===== src/rtl/mem_traverse_gen_if.sv =====
// Handshake and address bus between a traversal controller and mem_traverse_gen.
// The sequencer takes the slave modport; the controller or sink takes master.
interface mem_traverse_gen_if #(
  parameter int COL_W  = 8,
  parameter int ROW_W  = 8,
  parameter int BAND_W = 4
);
  localparam int ADDR_W = BAND_W + ROW_W + COL_W;

  logic              start;
  logic              abort;
  logic              step;
  logic              col_major;
  logic [BAND_W-1:0] band_first;
  logic [BAND_W-1:0] band_last;

  logic              busy;
  logic              valid;
  logic [COL_W-1:0]  col;
  logic [ROW_W-1:0]  row;
  logic [BAND_W-1:0] band;
  logic [ADDR_W-1:0] addr;
  logic              last;
  logic              wrap_row;
  logic              wrap_band;
  logic              done;
  logic              err;

  modport master (
    output start, abort, step, col_major, band_first, band_last,
    input  busy, valid, col, row, band, addr, last, wrap_row, wrap_band, done, err
  );

  modport slave (
    input  start, abort, step, col_major, band_first, band_last,
    output busy, valid, col, row, band, addr, last, wrap_row, wrap_band, done, err
  );
endinterface


===== src/rtl/mem_traverse_gen.sv =====
// Band/row/column address sequencer: one element per accepted step, row- or column-major.
// Define MEM_TRAVERSE_SERPENTINE_EN to reverse the inner axis on odd outer indices.
module mem_traverse_gen #(
  parameter int COL_W    = 8,
  parameter int ROW_W    = 8,
  parameter int BAND_W   = 4,
  parameter int NUM_COLS = 256,
  parameter int NUM_ROWS = 256,
  parameter int ADDR_W   = BAND_W + ROW_W + COL_W
) (
  input logic               clk,
  input logic               reset,
  mem_traverse_gen_if.slave tif
);

  localparam int IDX_W = (COL_W > ROW_W) ? COL_W : ROW_W;
  localparam logic [IDX_W-1:0] COL_MAX = IDX_W'(NUM_COLS - 1);
  localparam logic [IDX_W-1:0] ROW_MAX = IDX_W'(NUM_ROWS - 1);

  typedef enum logic [1:0] {IDLE, RUN, DONE} state_t;

  state_t            state_q;
  logic [COL_W-1:0]  col_q,  col_d;
  logic [ROW_W-1:0]  row_q,  row_d;
  logic [BAND_W-1:0] band_q, band_d;
  logic [BAND_W-1:0] band_last_q;
  logic              cm_q;
  logic              wrap_row_q, wrap_band_q, done_q, err_q;

  // Inner/outer view of the indices so one datapath serves both scan orders.
  logic [IDX_W-1:0] in_cur, out_cur, in_max, out_max, in_end, in_nxt, out_nxt;
  logic             in_wrap, out_wrap, at_last;

  always_comb begin
    in_cur  = cm_q ? IDX_W'(row_q) : IDX_W'(col_q);
    out_cur = cm_q ? IDX_W'(col_q) : IDX_W'(row_q);
    in_max  = cm_q ? ROW_MAX : COL_MAX;
    out_max = cm_q ? COL_MAX : ROW_MAX;
`ifdef MEM_TRAVERSE_SERPENTINE_EN
    in_end  = out_cur[0] ? '0 : in_max;
`else
    in_end  = in_max;
`endif
    in_wrap  = (in_cur == in_end);
    out_wrap = in_wrap && (out_cur == out_max);
    at_last  = out_wrap && (band_q == band_last_q);

    out_nxt = out_cur;
    band_d  = band_q;
    if (in_wrap) begin
      if (out_wrap) begin
        out_nxt = '0;
        band_d  = band_q + BAND_W'(1);
      end else begin
        out_nxt = out_cur + IDX_W'(1);
      end
    end
`ifdef MEM_TRAVERSE_SERPENTINE_EN
    if (in_wrap)         in_nxt = out_nxt[0] ? in_max : '0;
    else if (out_cur[0]) in_nxt = in_cur - IDX_W'(1);
    else                 in_nxt = in_cur + IDX_W'(1);
`else
    in_nxt = in_wrap ? '0 : in_cur + IDX_W'(1);
`endif
    col_d = cm_q ? COL_W'(out_nxt) : COL_W'(in_nxt);
    row_d = cm_q ? ROW_W'(in_nxt)  : ROW_W'(out_nxt);
  end

  always_ff @(posedge clk or posedge reset) begin
    if (reset) begin
      state_q     <= IDLE;
      col_q       <= '0;
      row_q       <= '0;
      band_q      <= '0;
      band_last_q <= '0;
      cm_q        <= 1'b0;
      wrap_row_q  <= 1'b0;
      wrap_band_q <= 1'b0;
      done_q      <= 1'b0;
      err_q       <= 1'b0;
    end else begin
      wrap_row_q  <= 1'b0;
      wrap_band_q <= 1'b0;
      done_q      <= 1'b0;
      err_q       <= 1'b0;
      case (state_q)
        IDLE: begin
          if (tif.start) begin
            if (tif.band_first <= tif.band_last) begin
              col_q       <= '0;
              row_q       <= '0;
              band_q      <= tif.band_first;
              band_last_q <= tif.band_last;
              cm_q        <= tif.col_major;
              state_q     <= RUN;
            end else begin
              err_q <= 1'b1;
            end
          end
        end
        RUN: begin
          if (tif.abort) begin
            state_q <= IDLE;
          end else if (tif.step) begin
            wrap_row_q <= in_wrap;
            // The final element holds its indices so band never steps past band_last.
            if (at_last) begin
              state_q <= DONE;
              done_q  <= 1'b1;
            end else begin
              col_q       <= col_d;
              row_q       <= row_d;
              band_q      <= band_d;
              wrap_band_q <= out_wrap;
            end
          end
        end
        DONE:    state_q <= IDLE;
        default: state_q <= IDLE;
      endcase
    end
  end

  assign tif.busy      = (state_q != IDLE);
  assign tif.valid     = (state_q == RUN);
  assign tif.col       = col_q;
  assign tif.row       = row_q;
  assign tif.band      = band_q;
  assign tif.addr      = {band_q, row_q, col_q};
  assign tif.last      = (state_q == RUN) && at_last;
  assign tif.wrap_row  = wrap_row_q;
  assign tif.wrap_band = wrap_band_q;
  assign tif.done      = done_q;
  assign tif.err       = err_q;

endmodule


===== src/flat_wrapper.sv =====
// flat-port wrapper written by rule: the top's interface ports become plain ports
module mem_traverse_gen_flat 
#(
  parameter int COL_W    = 8,
  parameter int ROW_W    = 8,
  parameter int BAND_W   = 4,
  parameter int NUM_COLS = 256,
  parameter int NUM_ROWS = 256,
  parameter int ADDR_W   = BAND_W + ROW_W + COL_W
)
  (clk, reset, tif_start, tif_abort, tif_step, tif_col_major, tif_band_first, tif_band_last, tif_busy, tif_valid, tif_col, tif_row, tif_band, tif_addr, tif_last, tif_wrap_row, tif_wrap_band, tif_done, tif_err);
  mem_traverse_gen_if #(.COL_W(COL_W), .ROW_W(ROW_W), .BAND_W(BAND_W)) tif_i ();
  input logic clk;
  input logic reset;
  input wire logic [$bits(tif_i.start)-1:0] tif_start;
  input wire logic [$bits(tif_i.abort)-1:0] tif_abort;
  input wire logic [$bits(tif_i.step)-1:0] tif_step;
  input wire logic [$bits(tif_i.col_major)-1:0] tif_col_major;
  input wire logic [$bits(tif_i.band_first)-1:0] tif_band_first;
  input wire logic [$bits(tif_i.band_last)-1:0] tif_band_last;
  output wire logic [$bits(tif_i.busy)-1:0] tif_busy;
  output wire logic [$bits(tif_i.valid)-1:0] tif_valid;
  output wire logic [$bits(tif_i.col)-1:0] tif_col;
  output wire logic [$bits(tif_i.row)-1:0] tif_row;
  output wire logic [$bits(tif_i.band)-1:0] tif_band;
  output wire logic [$bits(tif_i.addr)-1:0] tif_addr;
  output wire logic [$bits(tif_i.last)-1:0] tif_last;
  output wire logic [$bits(tif_i.wrap_row)-1:0] tif_wrap_row;
  output wire logic [$bits(tif_i.wrap_band)-1:0] tif_wrap_band;
  output wire logic [$bits(tif_i.done)-1:0] tif_done;
  output wire logic [$bits(tif_i.err)-1:0] tif_err;
  assign tif_i.start = tif_start;
  assign tif_i.abort = tif_abort;
  assign tif_i.step = tif_step;
  assign tif_i.col_major = tif_col_major;
  assign tif_i.band_first = tif_band_first;
  assign tif_i.band_last = tif_band_last;
  assign tif_busy = tif_i.busy;
  assign tif_valid = tif_i.valid;
  assign tif_col = tif_i.col;
  assign tif_row = tif_i.row;
  assign tif_band = tif_i.band;
  assign tif_addr = tif_i.addr;
  assign tif_last = tif_i.last;
  assign tif_wrap_row = tif_i.wrap_row;
  assign tif_wrap_band = tif_i.wrap_band;
  assign tif_done = tif_i.done;
  assign tif_err = tif_i.err;
  mem_traverse_gen #(.COL_W(COL_W), .ROW_W(ROW_W), .BAND_W(BAND_W), .NUM_COLS(NUM_COLS), .NUM_ROWS(NUM_ROWS), .ADDR_W(ADDR_W)) u_core (.clk(clk), .reset(reset), .tif(tif_i));
endmodule

===== config.mk =====
export PLATFORM = sky130hd
export DESIGN_NAME = mem_traverse_gen_flat
export DESIGN_NICKNAME = d
export VERILOG_FILES = /design/src/rtl/mem_traverse_gen_if.sv /design/src/rtl/mem_traverse_gen.sv /design/src/flat_wrapper.sv
export SDC_FILE = /design/constraint.sdc
export NUM_CORES = 1
export LEC_CHECK = 0
export ABC_AREA = 1
export CAP_MARGIN = 10
export CORE_UTILIZATION = 32
export DETAILED_ROUTE_END_ITERATION = 8
export SLEW_MARGIN = 20
export SYNTH_ARGS = -nofsm -noshare
export SYNTH_HDL_FRONTEND = slang
export SYNTH_SLANG_ARGS = --single-unit

===== constraint.sdc =====
create_clock -name clk -period 3.1 [get_ports clk]
set_clock_uncertainty 0.05 [all_clocks]
set_input_delay 0.465 -clock clk [delete_from_list [all_inputs] [get_ports clk]]
set_output_delay 0.465 -clock clk [all_outputs]
set_load 0.02 [all_outputs]

==> Implementation_results.wiki <==
{| class="wikitable"
! Metric !! Value
|-
| Instance count of the mapped netlist || 400
|-
| Summed area of non-filler cells in the final layout || ~3300 um^2
|-
| Global-route met2 utilization || 29.1%
|-
| Clock-pin slew reported for the worst setup and hold paths after clock tree synthesis || 0.07 ns
|-
| H-Tree Depth || 2
|-
| Vias || roughly 2.5k
|-
| Total core area || 7730 um^2
|-
| Number of global-route vias before repair || 2396
|-
| Master of the slowest instance on the critical path || sky130_fd_sc_hd__dfrtp_2
|-
| Total nets after synthesis || 421
|-
| Net switching component of the power || between 1 and 1.5 mW
|-
| Fin crit period || 2.85 ns
|-
| Placed cell areas || 3170 um^2
|-
| Residual antenna-violating net count after detailed routing || 0
|-
| Global-route congestion overflow total || 0
|-
| Clock sink count || 31
|-
| TritonCTS clock tree || built
|-
| Pwr Density || 804 nW/um^2
|-
| Half-perimeter wire length of the detailed placement result || 4950 um
|-
| Number of buffers inserted by port buffering || 60
|-
| Vias/cell || 4.61
|-
| Maximum clock frequency || 351 MHz
|-
| Worst-path maximum fanout || 12
|-
| Part of the power in registers || 26.5%
|-
| Gr usage total || 16.4%
|-
| Die X-Extent || 91.6 um
|-
| Syn Std Cell Area || 2570 um^2
|-
| Total of endpoints with negative setup slack in the final report || 0
|-
| TritonCTS buffer count || 5
|-
| CP most frequent cell || sky130_fd_sc_hd__nand2_1
|-
| Slew at the pin closest to its max-slew limit || 0.428 ns
|-
| First drt pass iteration count || 5
|-
| Netlist cell types || 27
|-
| Final count of hold timing violations || 0
|-
| I/O pin count || 61
|-
| Peak supply drop || 0.482 mV
|-
| Global-route wire length before repair || 11000 um
|-
| Share of synthesized area occupied by flip-flops and latches || 30.2%
|-
| Total wire length after detailed routing || 6360 um
|-
| Yosys synthesis warning count || 0
|-
| Setup TNS || 0 ns
|-
| Total buffers and inverters traversed by the critical path || 3
|-
| Die Span Y || between 90 and 100 um
|-
| Placement Rows || 32
|-
| Seq cells post-synth || 31
|-
| Proportion of total power due to net switching || 46.9%
|-
| Clock buffer depth || 2
|-
| Data required time at the worst endpoint || 2.58 ns
|-
| Endpoint type of the worst setup path || output pin
|-
| Data arrival at the endpoint of the critical path || about 2.3 ns
|-
| Antenna violations before repair || 0
|-
| Share of cells above drive strength 1 || 10.7%
|-
| Post-CTS repair timing setup buffer count || 0
|-
| CP max stage delay || 0.48 ns
|-
| Post-cts sizing count || 4
|-
| Post-route DRC || 0
|-
| Post-CTS Hold Buffers || 0
|-
| Portion of total power attributed to combinational logic || 59.6%
|-
| Static power due to leakage || 1.61 nW
|-
| Family of cells with the greatest summed delay on the critical path || simple AND/OR/NAND/NOR gates
|-
| Layer with the highest usage after global routing || met2
|-
| Initial core utilization || 33.2%
|-
| Avg Cell Area, Syn || 6.42 um^2
|-
| M3 GR Usage || 3.85%
|-
| Timing startpoint of the critical path || u_core.cm_q
|-
| Origin of the worst min-delay path || u_core.band_last_q[3]
|-
| DIE AREA || around 8400 um^2
|-
| Synthesis-to-layout area growth || 27.3%
|-
| Hold Path Class || reg2reg
|-
| Per-cell routed wire length || 11.6 um
|-
| Category of the most critical setup path || reg2out
|-
| Post-layout nets || between 400 and 500
|-
| Relative slew slack || 71.4%
|-
| Setup repair after global routing missed its margin || false
|-
| GR Layer Usage met1 || ~20%
|-
| Internal power consumption || between 1 and 1.5 mW
|-
| Maximum number of pins on one net before global-route repair || 32
|-
| Routability congestion estimate from global placement || 0.865
|-
| Root Buffer || sky130_fd_sc_hd__clkbuf_8
|-
| Part of the total power dissipated in the clock network || between 10 and 15%
|-
| Count of final max-slew check failures || 0
|-
| DRT iter0 DRCs || 151
|-
| Antenna cell count || 0
|-
| Maxcap violations || 0
|-
| Final worst path period share || 91.9%
|-
| Clock latency reported for the late side of the worst-skew pair || 0.29 ns
|-
| R2r startpoint || u_core.cm_q
|-
| Result of the run || complete, no violations
|-
| Kind of start point of the critical path || register
|-
| Critical path cell sequence || inv_2 -> nand2_1 -> nand2_1 -> ha_1 -> nand3_1 -> nor2_2 -> nand2_4 -> nor2_4 -> nand3_2 -> inv_1 -> dlygate4sd2_1
|}
[registers in the layout (all words and copies together) (netlist names)]
register              count
u_core.tif.col            8
u_core.tif.row            8
u_core.band_last_q        4
u_core.tif.band           4
u_core.state_q            2
u_core.cm_q               1
u_core.tif.done           1
u_core.tif.err            1
u_core.tif.wrap_band      1
u_core.tif.wrap_row       1
[worst reg2reg max path, cell delays in order (launching register included)]
cell and delay (ns):
sky130_fd_sc_hd__dfrtp_2 0.48, sky130_fd_sc_hd__inv_2 0.12, sky130_fd_sc_hd__nand2_1 0.06, sky130_fd_sc_hd__nand2_1 0.10, sky130_fd_sc_hd__ha_1 0.18, sky130_fd_sc_hd__buf_4 0.12
sky130_fd_sc_hd__nand3_1 0.14, sky130_fd_sc_hd__nor2_2 0.30, sky130_fd_sc_hd__nand3_2 0.19, sky130_fd_sc_hd__nand3_2 0.26, sky130_fd_sc_hd__inv_2 0.12, sky130_fd_sc_hd__nand3_1 0.09
sky130_fd_sc_hd__nand2_1 0.06
[per-layer routing]
layer	vias to the layer above	wire, um
met5	-	0
met4	0	111
met3	10	294
met2	58	3130
met1	1157	2820
li1	1311	-
[layout by cell type (no fill, tap or decap), types with 3 or more instances in the layout]
cell and n:
sky130_fd_sc_hd__buf_4 10, sky130_fd_sc_hd__nand2_1 155, sky130_fd_sc_hd__clkdlybuf4s50_1 59, sky130_fd_sc_hd__a21oi_1 7, sky130_fd_sc_hd__clkbuf_8 7, sky130_fd_sc_hd__nand3_2 5, sky130_fd_sc_hd__dfrtp_1 30, sky130_fd_sc_hd__ha_1 7
sky130_fd_sc_hd__nand2_2 11, sky130_fd_sc_hd__nand3_1 30, sky130_fd_sc_hd__o21ai_0 11, sky130_fd_sc_hd__nor2_2 6, sky130_fd_sc_hd__nand4_1 4, sky130_fd_sc_hd__inv_1 36, sky130_fd_sc_hd__o21ai_1 3, sky130_fd_sc_hd__nor2_1 43
sky130_fd_sc_hd__xnor2_1 6
[synthesized netlist by cell type, drive strengths merged]
| cell type | number | area share, % |
|---|---|---|
| a22oi | 1 | 0.29 |
| ha | 7 | 3.4 |
| nand2 | 168 | 26 |
| nand4 | 4 | 0.97 |
| nor3 | 1 | 0.19 |
| o21bai | 1 | 0.29 |
| xor2 | 2 | 0.68 |
| a21oi | 7 | 1.4 |
| nand3 | 35 | 7.8 |
| dfrtp | 31 | 30 |
| inv | 38 | 5.6 |
| o21ai | 14 | 2.7 |
| xnor2 | 6 | 2.0 |
| buf | 27 | 8.1 |
| nor2 | 51 | 8.6 |
| or2 | 1 | 0.24 |
| nand3b | 2 | 0.58 |
| clkbuf | 4 | 0.58 |
[power groups by stage]
stage               Combinational, mW  Sequential (mW)  Clock, mW
floorplan                        1.02            0.774          0
detailed placement               1.56            0.705          0
CTS                              1.57            0.701      0.378
global route                     1.73            0.728      0.389
finish                           1.56            0.697      0.365
global placement                 1.55            0.703          0
[through the flow]
| step | total power [mW] | hold WS, ns | util [%] | std cells | worst slack (ns) |
|---|---|---|---|---|---|
| final | 2.62 | 0.477 | 42.3 | 550 | 0.251 |
| after global routing | 2.85 | 0.513 | 42.3 | 550 | 0.0539 |
| after CTS | 2.65 | 0.488 | 42.3 | 550 | 0.231 |
| after detailed placement | 2.27 | 0.472 | 41.0 | 542 | 0.201 |
| after global placement | 2.26 | 0.466 | 41.0 | 542 | 0.266 |
| after floorplan | 1.79 | 0.423 | - | 400 | 0.755 |
[path summary, 6_finish.rpt]
kind                                         end  slack, ns  cells after the start
max                                     tif_last       0.25                     11
min reg2reg                u_core.band_last_q[3]       0.48                      2
max reg2reg                    u_core.tif.row[2]       0.74                     12
min                        u_core.band_last_q[3]       0.48                      2
max in group asynchronous            u_core.cm_q       2.17                      3
min in group asynchronous      u_core.tif.col[5]       0.51                      3
[layout make-up]
class                   instances  area (um^2)
clock buffers                   8          100
multi-input cells             300         1420
fillers                       811         4460
inverters                      38          143
well taps                     102          128
flip-flops and latches         31          777
repair buffers                 71          694
[kinds of logic (layout without fill, tap and decap cells)]
logic type / Yosys count / after routing / synth area share, %
flops: 31 / 31 / 30.2
simple gates: 262 / 262 / 44.7
xor+xnor: 8 / 8 / 2.73
buf+inv: 69 / 117 / 14.3
fa+ha+maj: 7 / 7 / 3.41
compound gates: 23 / 23 / 4.68
No activity file was read; power rests on OpenSTA's default activity.
